**config.mk**
```make
export PLATFORM = sky130hd
export DESIGN_NAME = neo_result_reader
export DESIGN_NICKNAME = d
export VERILOG_FILES = /design/src/rtl/neo_result_reader.sv
export SDC_FILE = /design/constraint.sdc
export NUM_CORES = 1
export LEC_CHECK = 0
export ABC_AREA = 1
export CORE_ASPECT_RATIO = 0.75
export CORE_UTILIZATION = 50
export CTS_CLUSTER_DIAMETER = 30
export DETAILED_ROUTE_END_ITERATION = 8
export PLACE_DENSITY = 0.76
export SYNTH_ARGS = -nofsm -noshare
export SYNTH_HDL_FRONTEND = slang
export SYNTH_SLANG_ARGS = --single-unit
```
**constraint.sdc**
```tcl
create_clock -name Clk -period 1.89 [get_ports Clk]
set_input_delay 0.378 -clock Clk [delete_from_list [all_inputs] [get_ports Clk]]
set_output_delay 0.378 -clock Clk [all_outputs]
set_load 0.1 [all_outputs]
```
**src/rtl/neo_result_reader.sv**
```systemverilog
// Streams `count` words from the NEO result memory (circular from base_addr) as a
// valid/ready stream with a last marker. Optional peak tracker: define NEO_PEAK_EN.
module neo_result_reader #(
    parameter int N = 16,
    parameter int M = 16,
    localparam int AW = $clog2(M) + 1
) (
    input  logic                 Clk,
    input  logic                 reset,
    input  logic                 start,
    input  logic [AW-1:0]        base_addr,
    input  logic [AW-1:0]        count,
    output logic [AW-1:0]        raddr,
    input  logic signed [N-1:0]  rdata,
    output logic signed [N-1:0]  out_data,
    output logic                 out_valid,
    input  logic                 out_ready,
    output logic                 out_last,
    output logic                 busy,
    output logic                 done
`ifdef NEO_PEAK_EN
   ,output logic signed [N-1:0]  peak_val,
    output logic [AW-1:0]        peak_idx
`endif
);

    typedef enum logic [1:0] {S_IDLE, S_READ, S_DRAIN, S_DONE} state_t;

    localparam logic [AW-1:0] M_W = AW'(M);

    state_t              state_q, state_d;
    logic [AW-1:0]       raddr_q, raddr_d;
    logic [AW-1:0]       issued_q, issued_d;
    logic [AW-1:0]       total_q, total_d;
    logic [AW-1:0]       beats_q, beats_d;
    logic                pend1_q, pend1_d;
    logic                pend2_q;
    logic signed [N-1:0] fifo_q [4];
    logic [1:0]          wr_ptr_q, rd_ptr_q;
    logic [2:0]          occ_q, occ_d;

    logic [AW-1:0] count_clamped, base_wrapped, next_addr;
    logic [3:0]    inflight;
    logic          can_issue, push, pop;

    assign count_clamped = (count > M_W) ? M_W : count;
    // The address port is one bit wider than needed, so base_addr < 2*M and one subtract wraps it.
    assign base_wrapped  = (base_addr >= M_W) ? base_addr - M_W : base_addr;
    assign next_addr     = (raddr_q == M_W - 1'b1) ? '0 : raddr_q + 1'b1;

    // Reads already in the memory pipeline hold FIFO slots, so the FIFO can never overflow.
    assign inflight  = {1'b0, occ_q} + {3'b000, pend1_q} + {3'b000, pend2_q};
    assign can_issue = inflight < 4'd4;
    assign push      = pend2_q;
    assign pop       = out_valid && out_ready;

    assign out_valid = (occ_q != 3'd0);
    assign out_data  = out_valid ? fifo_q[rd_ptr_q] : '0;
    assign out_last  = out_valid && (beats_q == total_q - 1'b1);
    assign raddr     = raddr_q;
    assign busy      = (state_q != S_IDLE);
    assign done      = (state_q == S_DONE);
    assign occ_d     = occ_q + {2'b00, push} - {2'b00, pop};

    always_comb begin
        // NOTE: every variable gets a default first so no path leaves it unassigned (no latch).
        state_d  = state_q;
        raddr_d  = raddr_q;
        issued_d = issued_q;
        total_d  = total_q;
        beats_d  = beats_q;
        pend1_d  = 1'b0;
        if (pop) beats_d = beats_q + 1'b1;
        case (state_q)
            S_IDLE: if (start) begin
                total_d  = count_clamped;
                beats_d  = '0;
                issued_d = '0;
                if (count_clamped == '0) begin
                    state_d = S_DONE;
                end else begin
                    raddr_d  = base_wrapped;
                    pend1_d  = 1'b1;
                    issued_d = AW'(1);
                    state_d  = S_READ;
                end
            end
            S_READ: begin
                if (issued_q == total_q) begin
                    state_d = S_DRAIN;
                end else if (can_issue) begin
                    raddr_d  = next_addr;
                    pend1_d  = 1'b1;
                    issued_d = issued_q + 1'b1;
                end
            end
            S_DRAIN: if (pop && out_last) state_d = S_DONE;
            S_DONE:  state_d = S_IDLE;
            default: state_d = S_IDLE;
        endcase
    end

    // NOTE: sequential state uses non-blocking assignments so all registers update together.
    always_ff @(posedge Clk or negedge reset) begin
        if (!reset) begin
            state_q  <= S_IDLE;
            raddr_q  <= '0;
            issued_q <= '0;
            total_q  <= '0;
            beats_q  <= '0;
            pend1_q  <= 1'b0;
            pend2_q  <= 1'b0;
            wr_ptr_q <= '0;
            rd_ptr_q <= '0;
            occ_q    <= '0;
        end else begin
            state_q  <= state_d;
            raddr_q  <= raddr_d;
            issued_q <= issued_d;
            total_q  <= total_d;
            beats_q  <= beats_d;
            pend1_q  <= pend1_d;
            pend2_q  <= pend1_q;
            occ_q    <= occ_d;
            if (push) wr_ptr_q <= wr_ptr_q + 1'b1;
            if (pop)  rd_ptr_q <= rd_ptr_q + 1'b1;
        end
    end

    // NOTE: FIFO storage has no reset; occupancy gates out_data, so stale entries are never seen.
    always_ff @(posedge Clk) begin
        if (push) fifo_q[wr_ptr_q] <= rdata;
    end

`ifdef NEO_PEAK_EN
    logic signed [N-1:0] run_max_q, run_max_d, peak_val_q, peak_val_d;
    logic [AW-1:0]       run_idx_q, run_idx_d, peak_idx_q, peak_idx_d;
    logic                run_any_q, run_any_d;

    always_comb begin
        run_max_d  = run_max_q;
        run_idx_d  = run_idx_q;
        run_any_d  = run_any_q;
        peak_val_d = peak_val_q;
        peak_idx_d = peak_idx_q;
        if (state_q == S_IDLE && start) begin
            run_max_d = '0;
            run_idx_d = '0;
            run_any_d = 1'b0;
        end
        // Strict compare: ties keep the earliest offset.
        if (pop && (!run_any_q || out_data > run_max_q)) begin
            run_max_d = out_data;
            run_idx_d = beats_q;
        end
        if (pop) run_any_d = 1'b1;
        if (state_d == S_DONE && state_q != S_DONE) begin
            peak_val_d = run_max_d;
            peak_idx_d = run_idx_d;
        end
    end

    always_ff @(posedge Clk or negedge reset) begin
        if (!reset) begin
            run_max_q  <= '0;
            run_idx_q  <= '0;
            run_any_q  <= 1'b0;
            peak_val_q <= '0;
            peak_idx_q <= '0;
        end else begin
            run_max_q  <= run_max_d;
            run_idx_q  <= run_idx_d;
            run_any_q  <= run_any_d;
            peak_val_q <= peak_val_d;
            peak_idx_q <= peak_idx_d;
        end
    end

    assign peak_val = peak_val_q;
    assign peak_idx = peak_idx_q;
`endif

endmodule

```
Word level (Yosys, flattened, before mapping)
Memories as Yosys holds them, arrays and structs flattened.
Cells that the tools add are included.

word-level totals
  register bits = 31
  RAM bits = 64
  word-level logic and storage cells = 78
  memories = 1

operators by class
  add/subtract/negate cells = 11
  magnitude comparators = 3
  equal/unequal tests = 12
  multiplexer cells = 29
  reduce and logical (&&, ||, !) cells = 12

memory list
  name    depth  bits a word  rd ports  clocked after memory_dff  write ports  line  source
  fifo_q  4      16           1         0                         1            38    logic signed [N-1:0] fifo_q [4];

operator list
  operator                                                                      number
  5-bit 2-to-1 mux                                                              13
  5-bit one-hot mux with 2 select lines                                         2
  16-bit 2-to-1 mux                                                             1
  5-bit by 1-bit adder with 5-bit output, second input constant                 3
  2-bit inequality test, second input constant                                  6
  5-bit equality test                                                           2
  2-bit 2-to-1 mux                                                              4
  2-bit one-hot mux with 4 select lines                                         1
  1-bit 2-to-1 mux                                                              7
  5-bit by 4-bit equality test with 1-bit output, second input constant         1
  5-bit greater-or-equal comparator, second input constant                      1
  5-bit > comparator, second input constant                                     1
  5-bit zero test                                                               1
  5-bit AND reduction                                                           1
  5-bit by 1-bit subtractor with 5-bit output, second input constant            1
  5-bit subtractor, second input constant                                       1
  2-bit by 1-bit adder with 2-bit output, second input constant                 2
  3-bit by 1-bit adder with 4-bit output                                        1
  4-bit by 1-bit adder with 4-bit output                                        1
  2-bit equality test, second input constant                                    2
  4-bit by 3-bit less-than comparator with 1-bit output, second input constant  1
  4-bit AND reduction                                                           1
  2-bit nonzero test                                                            2
  3-bit by 1-bit adder with 3-bit output                                        1
  8 further kinds                                                               10

Depth between registers and ports, before layout
Gate-level depths: netlist of run 1.

  depth after elaboration = 6
  gate-level depth with buffers = 13

Worst setup path before layout of run 1
Ideal clock, no wire load.

  path kind = register to output
  from = register occ_q[1]
  to = output out_last
  arrival = 3.160 ns
  data required time = 1.512 ns
  slack = -1.648 ns
  cell stages (with the launch flop) = 5
  path buffers = 0
  cell sequence = dfrtp_1 -> nor2_1 -> nand2_2 -> nand3_1 -> nor3_1

on the way
  cells in the longest elaborated chain, start to end = 2

ends and longest elaborated chain
  what                    line  source
  start, declared         40    logic [2:0] occ_q, occ_d;
  start signal, assigned  115   occ_q <= '0;
  start signal, assigned  124   occ_q <= occ_d;
  3-bit nonzero test      57    assign out_valid = (occ_q != 3'd0);
  via out_valid           16    output logic out_valid,
  1-bit logical AND       59    assign out_last = out_valid && (beats_q == total_q - 1'b1);
  end, declared           18    output logic out_last,

The timed path passes the listed nets, and every way through them passes these cells.

Worst setup path in the final report of run 1
  from = register rd_ptr_q[1]
  to = output out_data[5]

on the way
  cells in the longest elaborated chain, start to end = 2

ends and longest elaborated chain
  what                    line  source
  start, declared         39    logic [1:0] wr_ptr_q, rd_ptr_q;
  start signal, assigned  126   if (pop) rd_ptr_q <= rd_ptr_q + 1'b1;
  memory read 4 x 16 bit  -
  16-bit 2-to-1 mux       58    assign out_data = out_valid ? fifo_q[rd_ptr_q] : '0;
  end, declared           15    output logic signed [N-1:0] out_data,

Every way passes these cells.

==> impl_results.md, run 1 <==
- Hold Crit Class: reg -> reg
- Final net count: 585
- Worst-Skew Late Latency: 0.33 ns
- Initial drt markers: 196
- Routability Congestion: 0.786
- Synth Cell Area: 4490 um^2
- Num CTS Buffers: 9
- Full die area: 9380 um^2
- First-pass GRT wire length: 16,300 um
- Clk root buf: clkbuf_16
- FFs w/ async S/R, synth: 32.6%
- Final Slew Violations: 0
- Unrepaired setup endpoints after global routing: true
- Setup slack at placement: -0.217 ns
- Top post-synthesis cells by area: edfxtp_1, dfrtp_1, nor2_1
- Register area: 2700 um^2
- Most common cell in the netlist: nor2_1
- Die W: 111 um
- IO Pins: 55
- Synth warn: 0
- Yosys top cell area share: 42.8%
- Final ANT Viol Nets: 0
- FILL cells: 521
- Period utilisation layout: 112%
- Crit path max fanout: 9
- Chip height: 84.1 um
- Synth Flop Type: edfxtp_1
- Final worst slack: -0.236 ns
- DPL Wire Length: 6460 um
- GR Overflow Total: 0
- Vias per cell: 5.37
- Core area: 8600 um^2
- Final setup fails: 19
- Crit path DAT: 1.75 ns
- Crit Path Class: reg -> out
- Status: finished with violations
- Routed via count: 3,493
- CTS tree: built
- Drt wl/cell: 16.6 um
- Post-Route WL: 10,800 um
- Footprint of the multi-input gates: 1990 um^2
- Clk pin slew, worst setup/hold paths: 0.06 ns
- Bufs on Longest Clock Path: 2
- Initial antenna violation count: 0
- Share of cells above drive strength 1: 33.1%
- DRC Markers: 2
- DR pass1 iterations: 6
- Crit path capture type: primary output
- R2R depth: 11
- Post-synth top area cell: edfxtp_1
- Post-synthesis cell type count: 31
- CP Launch Type: flip-flop
- Syn Nets: 496
- Gr usage total: 22.8%
- Largest net degree at the start of global routing: 32
- H-tree Lvls: 3
- FF+latch count, synth: 95
- Min Tclk post-route: 2.13 ns
- Buffers added on ports: 53
- Endpoints failing hold: 0
- Diodes inserted: 0
- Sequential fraction of the synthesis area: 60.0%
- Vias in the first global route: 3,392
- Max-Cap Viols: 0
- Worst hold path stage count: 0
- Cells after Synth: 449
- Avg Cell Area, Syn: 10.0 um^2
- Layout area overhead: 45.2%
- Skew final: 0.00587 ns
- Worst Tran Pin Value: 0.395 ns
- Initial core utilization: 52.3%
- Fmax: 470 MHz
- Clk sinks: 95
- Synth cell count leaders: nor2_1, nand2_1, edfxtp_1
- Slew margin rel.: 73.4%
- CP Data Required Time: 1.51 ns
- Row count: 29
- Post-synth EDFFs: 64
- Failing checks: DRC, setup timing
sequential cells by signal (all words and copies together), names as in the netlist:
register / flops
state_q: 2
beats_q: 5
pend2_q: 1
occ_q: 3
pend1_q: 1
issued_q: 5
rd_ptr_q: 2
fifo_q: 64
raddr: 5
wr_ptr_q: 2
total_q: 5
metal layers:
layer / share of wire, % / GRT usage [%] / vias to the layer above
met1: 43 / 29.5 / 1694
met5: 0 / 0 / -
li1: - / - / 1686
met2: 51 / 38.9 / 93
met4: 1.8 / 7.99 / 0
met3: 3.9 / 4.14 / 20
kinds of logic (layout without fill, tap and decap cells):
kind of cell	after synthesis	in the layout	share of synthesized area (%)
buffers and inverters	56	150	5.01
and+or+nand+nor	194	194	18.8
AOI/OAI and AO/OA	78	78	9.52
adders and majority gates	17	17	4.90
xor gates and xnor gates	9	9	1.75
DFF	95	95	60.0
area by class of cell:
cell class | count | share of cell area (%)
sequential | 95 | 41.4
multi-input combinational | 298 | 30.5
timing repair buffer | 92 | 18.6
clock buffer | 11 | 3.57
inverter | 42 | 2.63
tap | 108 | 2.07
clock inverter | 5 | 1.27
critical path, cell delays in order (launching register included):
cell and delay (ns):
dfrtp_1 0.45, clkinvlp_4 0.20, buf_12 0.19, nor2_2 0.12, o21ai_2 0.08, a21oi_4 0.18, buf_12 0.19
repair_timing:
item                       CTS  global route
hold buffers                 0             0
setup buffers                9             5
gates resized for setup     17            70
pin swaps                    6            19
cloned                       1             3
setup endpoints to repair   17            20
cells in the final DEF (no fill, tap or decap), types with 4 or more instances in the layout:
master           synthesis  layout
edfxtp_1                64      64
buf_6                    1      10
buf_12                   0      30
nand4_1                  7       7
a21oi_4                  1      17
nand2_2                  3       7
a21oi_1                 23       7
ha_1                    16      12
nand2_1                 74      68
inv_1                   33      27
xor2_1                   6       6
o21ai_2                  5      24
o21ai_0                 41      12
ha_4                     0       4
o21ai_1                  4      14
inv_2                    9      11
buf_4                    0      22
clkdlybuf4s50_1          0      28
nand3_1                 15      15
clkbuf_16                0      10
dfrtp_1                 31      29
nor2_1                  84      65
nor2_2                   1      15
nor2_4                   0       5
path summary, 6_finish.rpt:
check	startpoint	to	slack [ns]
max	rd_ptr_q[1]$_DFFE_PN0P_	out_data[5]	-0.24
min in group asynchronous	reset	raddr[1]$_DFFE_PN0P_	0.45
max in group asynchronous	reset	occ_q[1]$_DFF_PN0_	1.12
max reg2reg	occ_q[2]$_DFF_PN0_	occ_q[1]$_DFF_PN0_	-0.08
min	pend1_q$_DFF_PN0_	pend2_q$_DFF_PN0_	0.41
min reg2reg	pend1_q$_DFF_PN0_	pend2_q$_DFF_PN0_	0.41
stage by stage:
stage	setup TNS, ns	std cells	instance area, um^2	hold slack, ns	util (%)
6_report	-3.60	651	6530	0.407	75.9
5_1_grt	-4.54	651	6530	0.421	75.9
4_1_cts	-2.73	643	6270	0.421	72.9
3_5_place_dp	-0.375	617	5810	0.386	67.6
3_3_place_gp	-0.330	617	5810	0.368	67.6
2_1_floorplan	-4.88	449	4790	0.0824	-
Power of run 1 is left out: the tool's default activity adds up to more than one toggle a clock period on the data nets, which glitch-free logic cannot reach.
==> inputs of run 2 (changes only) <==
--- a/config.mk
+++ b/config.mk
@@ -7,10 +7,11 @@
 export LEC_CHECK = 0
 export ABC_AREA = 1
 export CORE_ASPECT_RATIO = 0.75
-export CORE_UTILIZATION = 50
+export CORE_UTILIZATION = 57
 export CTS_CLUSTER_DIAMETER = 30
 export DETAILED_ROUTE_END_ITERATION = 8
-export PLACE_DENSITY = 0.76
+export DONT_BUFFER_PORTS = 1
+export PLACE_DENSITY = 0.75
 export SYNTH_ARGS = -nofsm -noshare
 export SYNTH_HDL_FRONTEND = slang
 export SYNTH_SLANG_ARGS = --single-unit
==> impl_results.md, run 2 (synthesis results as in run 1) <==
- Status: finished with violations
- Failing checks: setup timing
- DPL Wire Length: 6230 um (-3.5%)
- Largest register FFs: 64 (unchanged)
- Vias per cell: 5.74 (+7.0%)
- Final worst slack: -0.283 ns (-0.0475 ns)
- Post-Route WL: 11,400 um (+5.6%)
- CTS tree: built
- Crit path DAT: 1.80 ns (+0.05 ns)
- IO Pins: 55 (unchanged)
- Crit Path Class: reg -> out
- Clk root buf: clkbuf_8
- Share of cells above drive strength 1: 42.1% (+9.0 points)
- Gr usage total: 25.2% (+2.4 points)
- First-pass GRT wire length: 15,600 um (-4.1%)
- Clk pin slew, worst setup/hold paths: 0.10 ns (+0.04 ns)
- Period utilisation layout: 115% (+2.5 points)
- Initial core utilization: 59.9% (+7.7 points)
- Non-filler cells in the finished layout: 616 (-5.4%)
- Routability Congestion: 0.809 (+2.9%)
- CP Data Required Time: 1.51 ns (about the same)
- Final setup fails: 17 (-2)
- Final ANT Viol Nets: 0 (unchanged)
- H-tree Lvls: 3 (unchanged)
- Num CTS Buffers: 9 (unchanged)
- Full die area: 8250 um^2 (-12%)
- Largest Register: fifo_q
- GR Overflow Total: 0 (unchanged)
- Routed via count: 3,536 (+1.2%)
- Hold slack: 0.0910 ns (-0.316 ns)
- Final Slew Violations: 0 (unchanged)
- FILL cells: 373 (-28%)
- DRC Markers: 0 (-2)
- DR pass1 iterations: 5 (-1)
- Clk sinks: 95 (unchanged)
- Worst Tran Pin Value: 0.357 ns (-0.0384 ns)
- Row count: 27 (-6.9%)
- Buffers added on ports: 0 (-100%)
- Commonest non-fill, non-tap cell in the layout: edfxtp_1
- Commonest cells after routing, fill and taps aside: edfxtp_1, nand2_1, nor2_1
- Min Tclk post-route: 2.17 ns (+0.0475 ns)
- Hold Crit Class: in -> reg
- Crit path capture type: primary output
- Core area: 7500 um^2 (-13%)
- Initial antenna violation count: 0 (unchanged)
- CP Launch Type: flip-flop
- Fmax: 460 MHz (-2.2%)
- Inst Count DP: 580 (-6.0%)
- Die W: 105 um (-6.2%)
- Endpoints failing hold: 0 (unchanged)
- Unrepaired setup endpoints after global routing: true
- Drt wl/cell: 18.5 um (+12%)
- Max-Cap Viols: 0 (unchanged)
- Bufs on Longest Clock Path: 2 (unchanged)
- Initial drt markers: 212 (+8.2%)
- Slew margin rel.: 76.1% (+2.8 points)
- Crit path max fanout: 8 (-1)
- Layout area overhead: 39.1%
- Chip height: 78.9 um (-6.2%)
- Skew final: 0.0103 ns (+0.00445 ns)
- Final net count: 557 (-4.8%)
- Worst-Skew Late Latency: 0.37 ns (+0.04 ns)
- Largest net degree at the start of global routing: 32 (unchanged)
- Vias in the first global route: 3,342 (-1.5%)
- Diodes inserted: 0 (unchanged)
-- run 2: cell types whose count changed in the layout (fill, tap and decap cells not counted), sizes merged --
cell and change:
clkdlybuf4s50 -28, inv +2, dlygate4sd3 +1, buf -3
-- run 2: final cells by class --
| class | instances | area (um^2) | area share, % |
|---|---|---|---|
| clock buffers | 9 | 124 | 1.98 |
| inverters | 42 | 171 | 2.74 |
| flip-flops and latches | 95 | 2700 | 43.2 |
| well taps | 101 | 126 | 2.02 |
| clock inverters | 7 | 111 | 1.78 |
| repair buffers | 64 | 853 | 13.7 |
| multi-input cells | 298 | 2160 | 34.6 |
-- run 2: critical path: stages (launching register included) --
cell and delay [ns]:
dfrtp_1 0.42, clkinvlp_4 0.19, clkbuf_16 0.23, nor2_2 0.15, o21ai_2 0.09, a21oi_4 0.15
buf_12 0.19
-- run 2: through the flow --
| step | instance area [um^2] | setup WS (ns) | TNS [ns] | util, % |
|---|---|---|---|---|
| floorplan | 4790 | -0.292 | -4.88 | - |
| global placement | 5410 | 0.0631 | 0 | 72.1 |
| detailed placement | 5410 | 0.00957 | 0 | 72.1 |
| CTS | 5820 | -0.256 | -2.87 | 77.7 |
| global route | 6250 | -0.367 | -5.24 | 83.4 |
| finish | 6250 | -0.283 | -3.81 | 83.4 |
-- run 2: metal layers --
metal,vias up,track usage (%),wire length [um]
li1,1633,-,-
met1,1712,31.5,4560
met2,163,41.3,5680
met3,28,7.64,869
met4,0,10.6,312
met5,-,0,0
-- run 2: final timing paths --
check	cells past startpoint	startpoint	to	slack (ns)
worst max register to register	10	occ_q[2]$_DFF_PN0_	occ_q[1]$_DFF_PN0_	0.02
worst max-delay path	6	rd_ptr_q[1]$_DFFE_PN0P_	out_data[14]	-0.28
worst min-delay path	0	rdata[2]	fifo_q[3][2]$_DFFE_PP_	0.09
worst min register to register	0	pend1_q$_DFF_PN0_	pend2_q$_DFF_PN0_	0.39
min in group asynchronous	2	reset	total_q[2]$_DFFE_PN0P_	0.43
max in group asynchronous	2	reset	occ_q[1]$_DFF_PN0_	1.26
-- run 2: what timing repair did --
action,in CTS,in global routing
pin swaps,16,30
hold endpoints to repair,31,0
setup buffers,6,8
hold buffers,2,0
resized for setup,46,91
gates cloned,0,4
endpoints found under the setup margin,19,21
Power of run 2 is left out for the same reason.
